$ cat config.mk
export PLATFORM = sky130hd
export DESIGN_NAME = ref_sched
export DESIGN_NICKNAME = d
export VERILOG_FILES = /design/src/rtl/ref_sched.sv
export SDC_FILE = /design/constraint.sdc
export NUM_CORES = 1
export LEC_CHECK = 0
export CORE_MARGIN = 5
export CORE_UTILIZATION = 44
export DETAILED_ROUTE_END_ITERATION = 6
export PLACE_DENSITY = 0.75
export SLEW_MARGIN = 10
export SYNTH_ARGS = -nofsm -noshare
export SYNTH_HDL_FRONTEND = slang
export SYNTH_SLANG_ARGS = --single-unit
$ cat constraint.sdc
create_clock -name clk -period 1.4 [get_ports clk]
set_input_delay 0.14 -clock clk [delete_from_list [all_inputs] [get_ports clk]]
set_output_delay 0.14 -clock clk [all_outputs]
set_load 0.01 [all_outputs]
$ cat src/rtl/ref_sched.sv
// ref_sched: refresh scheduler for the gain-cell DRAM array.
// Periodically copies the next logical data bank, row by row, into the spare
// (logical bank 0). Each completed copy is reported with a one-cycle
// any_ref_done and ref_mem_addr so that the downstream remap table can swap
// the copied bank with the spare.
// Optional feature macro: REF_SCHED_STATS_EN adds a saturating 16-bit count
// of completed copies on output ref_cnt.
module ref_sched #(
    parameter int NUM_BANKS  = 8,
    parameter int ADDR_W     = 3,
    parameter int ROW_W      = 4,
    parameter int DATA_W     = 8,
    parameter int REF_PERIOD = 256
) (
    input  logic              clk,
    input  logic              rst,
    input  logic              ref_gnt,
    input  logic [DATA_W-1:0] ref_rdata,
    output logic              ref_req,
    output logic              ref_rd_en,
    output logic              ref_wr_en,
    output logic [ADDR_W-1:0] ref_raddr,
    output logic [ADDR_W-1:0] ref_waddr,
    output logic [ROW_W-1:0]  ref_row,
    output logic [DATA_W-1:0] ref_wdata,
    output logic              any_ref_done,
    output logic [ADDR_W-1:0] ref_mem_addr,
    output logic              ref_miss
`ifdef REF_SCHED_STATS_EN
    ,
    output logic [15:0]       ref_cnt
`endif
);

    localparam int                TMR_W      = $clog2(REF_PERIOD);
    localparam logic [TMR_W-1:0]  TMR_RELOAD = TMR_W'(REF_PERIOD - 1);
    localparam logic [ADDR_W-1:0] FIRST_BANK = ADDR_W'(1);
    localparam logic [ADDR_W-1:0] LAST_BANK  = ADDR_W'(NUM_BANKS - 1);
    localparam logic [ROW_W-1:0]  LAST_ROW   = '1;

    typedef enum logic [2:0] {
        IDLE = 3'd0,
        REQ  = 3'd1,
        RD   = 3'd2,
        WR   = 3'd3,
        DONE = 3'd4
    } state_t;

    state_t            state_q,    state_d;
    logic [TMR_W-1:0]  timer_q,    timer_d;
    logic [ADDR_W-1:0] victim_q,   victim_d;
    logic [ROW_W-1:0]  row_q,      row_d;
    logic [DATA_W-1:0] wdata_q,    wdata_d;
    logic              pending_q,  pending_d;
    logic              miss_q,     miss_d;
    logic              req_q,      req_d;
    logic              done_q,     done_d;
    logic [ADDR_W-1:0] mem_addr_q, mem_addr_d;
    logic              trig;

    // Next-state logic: refresh timer, pending/miss tracking and the copy FSM.
    always_comb begin
        trig       = (timer_q == '0);
        timer_d    = trig ? TMR_RELOAD : timer_q - TMR_W'(1);
        state_d    = state_q;
        row_d      = row_q;
        victim_d   = victim_q;
        wdata_d    = wdata_q;
        pending_d  = pending_q;
        miss_d     = miss_q | (trig & pending_q);

        case (state_q)
            IDLE: begin
                if (pending_q) begin
                    state_d   = REQ;
                    pending_d = 1'b0;
                end
            end
            REQ: begin
                if (ref_gnt) state_d = RD;
            end
            RD: begin
                // Without grant the read did not happen; stay and retry.
                if (ref_gnt) begin
                    state_d = WR;
                    wdata_d = ref_rdata;
                end
            end
            WR: begin
                if (ref_gnt) begin
                    if (row_q == LAST_ROW) begin
                        state_d = DONE;
                    end else begin
                        row_d   = row_q + ROW_W'(1);
                        state_d = RD;
                    end
                end else begin
                    // The user port may have touched the row meanwhile, so
                    // the captured data is stale: read the row again.
                    state_d = RD;
                end
            end
            DONE: begin
                state_d  = IDLE;
                row_d    = '0;
                victim_d = (victim_q == LAST_BANK) ? FIRST_BANK
                                                   : victim_q + ADDR_W'(1);
            end
            default: state_d = IDLE;
        endcase

        // A new trigger wins over the clear done on leaving IDLE.
        if (trig) pending_d = 1'b1;

        req_d      = (state_d == REQ) || (state_d == RD) || (state_d == WR);
        done_d     = (state_d == DONE);
        mem_addr_d = (state_d == DONE) ? victim_q : '0;
    end

    // State, datapath and registered control outputs; async active-low reset.
    always_ff @(posedge clk or negedge rst) begin
        if (!rst) begin
            state_q    <= IDLE;
            timer_q    <= TMR_RELOAD;
            victim_q   <= FIRST_BANK;
            row_q      <= '0;
            wdata_q    <= '0;
            pending_q  <= 1'b0;
            miss_q     <= 1'b0;
            req_q      <= 1'b0;
            done_q     <= 1'b0;
            mem_addr_q <= '0;
        end else begin
            state_q    <= state_d;
            timer_q    <= timer_d;
            victim_q   <= victim_d;
            row_q      <= row_d;
            wdata_q    <= wdata_d;
            pending_q  <= pending_d;
            miss_q     <= miss_d;
            req_q      <= req_d;
            done_q     <= done_d;
            mem_addr_q <= mem_addr_d;
        end
    end

`ifdef REF_SCHED_STATS_EN
    logic [15:0] cnt_q, cnt_d;

    // Saturating count of completed copies.
    always_comb begin
        cnt_d = cnt_q;
        if (done_q && (cnt_q != 16'hFFFF)) cnt_d = cnt_q + 16'd1;
    end

    // Completed-copy counter register.
    always_ff @(posedge clk or negedge rst) begin
        if (!rst) cnt_q <= '0;
        else      cnt_q <= cnt_d;
    end

    assign ref_cnt = cnt_q;
`endif

    // Strobes are gated by the live grant so a lost grant suppresses them
    // in the same cycle.
    assign ref_rd_en    = (state_q == RD) & ref_gnt;
    assign ref_wr_en    = (state_q == WR) & ref_gnt;
    assign ref_req      = req_q;
    assign ref_raddr    = victim_q;
    assign ref_waddr    = '0;
    assign ref_row      = row_q;
    assign ref_wdata    = wdata_q;
    assign any_ref_done = done_q;
    assign ref_mem_addr = mem_addr_q;
    assign ref_miss     = miss_q;

endmodule

# Word-level counts from Yosys, hierarchy flattened
# Index checks and enable logic that the tools add are counted.
# W data, S select, Z words.
dict set report totals {
  regBits 33
  out_inout_bits 26
  inputBits 11
  elab_cells 51
}
dict set report classes {
  n_addsub 3
  eq_ne 12
  n_reduce_logical 8
  bitwise_logic 4
  n_mux 14
}
# cell n
set op_table {}
lappend op_table {{$mux W3} 7}
lappend op_table {{$eq A3 B2 Y1 const B} 4}
lappend op_table {{$pmux W3 S4} 1}
lappend op_table {{$eq A3 B3 Y1 const B} 3}
lappend op_table {{$logic_not A8 Y1} 1}
lappend op_table {{$mux W4} 2}
lappend op_table {{$mux W8} 1}
lappend op_table {{$pmux W4 S2} 1}
lappend op_table {{$sub A8 B1 Y8 const B} 1}
lappend op_table {{$eq A3 B1 Y1 const B} 2}
lappend op_table {{$add A4 B1 Y4 const B} 1}
lappend op_table {{$eq A4 B4 Y1 const B} 1}
lappend op_table {{$ne A2 B2 Y1 const B} 2}
lappend op_table {{$reduce_bool A2 Y1} 2}
lappend op_table {{$add A3 B1 Y3 const B} 1}
lappend op_table {{$and A1 B1 Y1} 3}
lappend op_table {{$logic_not A3 Y1} 1}
lappend op_table {{$reduce_and A3 Y1} 1}
lappend op_table {{$logic_or A1 B1 Y1} 2}
lappend op_table {{$mux W1} 2}
lappend op_table {{$reduce_and A2 Y1} 1}
lappend op_table {{$or A1 B1 Y1} 1}

# Longest topological paths before layout
dict set report logic_depth {
  depth_word 7
  depth_mapped 5
  depth_no_buf 5
}

# Worst setup path after synthesis
# Ideal clock, no wire load.
dict set report synth_path {
  path_kind {register to register}
  from {register row_q[0] (netlist: ref_row[0])}
  to {register row_q[3] (netlist: ref_row[3])}
  period_less_slack_ps 1453
  t_arrival_ps 1313
  required_time_ps 1260
  stages_incl_launch_ff 5
  setup_time_ps 140
  path_slack_ps -53
  path_cell_list {dfrtp_1 ha_1 and3_1 o311ai_0 o41ai_1}
}
dict set report synth_between {
  elab_chain_len 4
  word_cells_on_any_way 7
}
# item line
set synth_rtl {}
lappend synth_rtl {{start: declaration} 52} ;# logic [ROW_W-1:0] row_q, row_d;
lappend synth_rtl {{start signal: assignment} 137} ;# row_q <= row_d;
lappend synth_rtl {{$add A4 B1 Y4} 94} ;# row_d = row_q + ROW_W'(1);
lappend synth_rtl {{$mux W4} 91} ;# if (row_q == LAST_ROW) begin
lappend synth_rtl {{$mux W4} 90} ;# if (ref_gnt) begin
lappend synth_rtl {{$pmux W4 S2} 72} ;# case (state_q)
# Several ways; a longest one is shown, not always the timed one. The select of a mux whose other input is x is not followed.
# A chain may end at the register's enable or synchronous reset.

# Worst setup path in the final report
dict set report layout_path {
  from {register timer_q[1]}
  to {register timer_q[5]}
}
dict set report layout_between {
  elab_chain_len 2
  word_cells_on_any_way 3
}
# item line
set layout_rtl {}
lappend layout_rtl {{start: declaration} 50} ;# logic [TMR_W-1:0] timer_q, timer_d;
lappend layout_rtl {{start signal: assignment} 135} ;# timer_q <= timer_d;
lappend layout_rtl {{$sub A8 B1 Y8 or $logic_not A8 Y1 (tied branches)} {64, 63}}
lappend layout_rtl {{$mux W8 (*)} 64} ;# timer_d = trig ? TMR_RELOAD : timer_q - TMR_W'(1);
lappend layout_rtl {{named net timer_d[5]} 50}
# The timed path passes the listed nets; every way through them passes the cells marked *.

==> results.sh <==
export IMPL_post_dp_hpwl_mm=2.403
export IMPL_grt_first_pass_wirelength_mm=5.506
export IMPL_synth_edf_count=0
export IMPL_leakagePower_nw=1.028
export IMPL_n_antenna_cell=0
export IMPL_cts_root_buf="clkbuf_4"
export IMPL_ctsHoldBuffers=0
export IMPL_setup_worst_path_class="reg -> reg"
export IMPL_fp_coreArea_um2=3337
export IMPL_antenna_found_initial=0
export IMPL_die_area_um2=4724
export IMPL_ys_warn_count=0
export IMPL_dpl_cell_count=214
export IMPL_fin_setup_tns_ns=0
export IMPL_finalNonFillerCells=226
export IMPL_clk_pin_slew_ns=0.10
export IMPL_skew_ns=0.01050
export IMPL_layout_min_cycle_time_ns=1.372
export IMPL_timing_max_cap_violations=0
export IMPL_grt_max_degree=34
export IMPL_die_w_um=68.73
export IMPL_finalMaxSlewViolations=0
export IMPL_rows=21
export IMPL_grt_pass1_vias=1251
export IMPL_utilization_pct=63.25
export IMPL_netlist_area_um2=1518
export IMPL_synth_cell_type_count=41
export IMPL_clock_latency_ns=0.32
export IMPL_synth_flop_cell="dfrtp_1"
export IMPL_post_route_period_util_pct=98.00
export IMPL_wl_per_cell_um=15.00
export IMPL_drt_first_pass_iters=4
export IMPL_drt_total_wl_mm=3.391
export IMPL_finalHoldViolations=0
export IMPL_synth_async_reset_ratio_pct=100.0
export IMPL_clock_sinks=33
export IMPL_start_util_pct=45.48
export IMPL_critPathLaunchType="flip-flop"
export IMPL_crit_fanout=3
export IMPL_vias_per_cell=5.195
export IMPL_cts_buffer_depth=2
export IMPL_drc=0
export IMPL_cts_tree="built"
export IMPL_layout_drive_gt1_share_pct=35.00
export IMPL_setup_violations_final=0
export IMPL_io_buffers=33
export IMPL_drt_iter0_markers=15
export IMPL_synthCells=128
export IMPL_fp_dieH_um=68.73
export IMPL_place_congestion=0.8437
export IMPL_layout_nets=195
export IMPL_status="completed"
export IMPL_ir_worst_vdd_mv=0.8337
export IMPL_areaGrowthSynthToFinish_pct=39.08
export IMPL_grtUsageTotal_pct=15.76
export IMPL_fin_total_pwr_mw=2.395
export IMPL_grt_overflow=0
export IMPL_final_antenna_net_count=0
export IMPL_htreeDepth=2
export IMPL_critical_path_arrival_ns=1.62
export IMPL_synth_seq_area_share_pct=55.15
export IMPL_synth_seq_cells=33
export IMPL_cp_end_kind="flip-flop"
export IMPL_ios=37
export IMPL_numCtsBuffers=5
export IMPL_rsz0062_at_grt="true"
export IMPL_via_count=1174
export IMPL_hold_class="in -> async"
export IMPL_fmax_mhz=728.8
export IMPL_cp_required_ns=1.65
export IMPL_power_density_nw_per_um2=1135
export IMPL_syn_area_per_cell_um2=11.86
export IMPL_whs_ns=0.1700
-- cell usage in the layout (no fill, tap or decap), types with 3 or more instances in the layout --
cell type / n
and3_1: 4
buf_4: 13
clkbuf_4: 5
clkdlybuf4s50_1: 17
conb_1: 3
dfrtp_1: 22
dfstp_2: 9
dlygate4sd2_1: 8
dlymetal6s2s_1: 6
ha_1: 3
inv_1: 5
mux2_2: 9
nand2_1: 6
nand3_1: 4
nor2_1: 6
nor2b_1: 3
o21ai_0: 4
-- flip-flops by register name (all words and copies together), names as in the netlist --
name,cells
ref_wdata,8
timer_q,8
ref_row,4
ref_mem_addr,3
ref_raddr,3
state_q,3
any_ref_done,1
pending_q,1
ref_miss,1
ref_req,1
-- final cells by class --
type                            instances  area, um^2
Clock buffer                            7       45.04
Clock inverter                          1       5.005
Fill cell                             290        1226
Inverter                                7       26.28
Multi-Input combinational cell         83       671.9
Sequential cell                        33       839.6
Tap cell                               46       57.56
Timing Repair Buffer                   49       465.4
-- kinds of logic after synthesis --
logic type	Yosys count	synth area share (%)
other cells	1	0.2471
xor+xnor	2	1.154
compound gates	25	11.79
simple gates	38	15.25
fa+ha+maj	5	4.122
buf+inv	14	4.946
flops	33	55.15
mux	10	7.337
-- repair_timing --
action                                  CTS  global route
pin swaps                                 1             2
endpoints found under the setup margin   13            20
setup buffers                             1             3
resized for setup                        19            22
-- critical path, cell delays in order, from the launching register on --
cell and delay (ns):
dfstp_2 0.40, buf_6 0.11, or4_4 0.50, o21ai_0 0.21, o31ai_2 0.09
-- report_power, final --
| group | switching (mW) | leakage (nW) | total (mW) | internal (mW) |
|---|---|---|---|---|
| combinational | 0.318 | 0.607 | 0.721 | 0.403 |
| sequential | 0.0942 | 0.391 | 1.17 | 1.08 |
| clock | 0.305 | 0.0293 | 0.500 | 0.196 |
| total | 0.717 | 1.03 | 2.39 | 1.68 |
-- path summary, 6_finish.rpt --
check                      depth (start not counted)            to          from  slack, ns
max                                                4    timer_q[5]    timer_q[1]       0.03
min                                                2  ref_wdata[0]           rst       0.17
max reg2reg                                        4    timer_q[5]    timer_q[1]       0.03
min reg2reg                                        1      ref_miss      ref_miss       0.49
max in group asynchronous                          2  ref_raddr[0]           rst       0.98
min in group clk                                   2  ref_wdata[5]  ref_rdata[5]       0.42
-- stage by stage --
step | worst slack (ns) | cell area, um^2
floorplan | 0.01702 | 1526
global placement | -0.1816 | 1968
detailed placement | -0.1786 | 1968
CTS | 0.003061 | 2022
global route | -0.03665 | 2111
finish | 0.02796 | 2111
-- layer usage --
layer / vias up / global-route usage (%) / wire length, um
li1: 554 / - / -
met1: 595 / 18.00 / 1422
met2: 23 / 28.01 / 1827
met3: 2 / 4.214 / 120
met4: 0 / 5.839 / 21
met5: - / 0 / 0
-- cells in the mapped netlist, drive strengths merged (3+ instances only) --
master	count	area share, %
nor2	6	1.5
and3	6	2.6
ha	5	4.1
inv	7	1.7
mux2	9	6.7
nand2	7	1.7
dfstp	9	16
a21oi	3	0.99
nor2b	3	1.2
dfrtp	24	40
nand3	4	1.3
o21ai	7	2.3
buf	7	3.2
No activity file was read; power rests on OpenSTA's default activity.
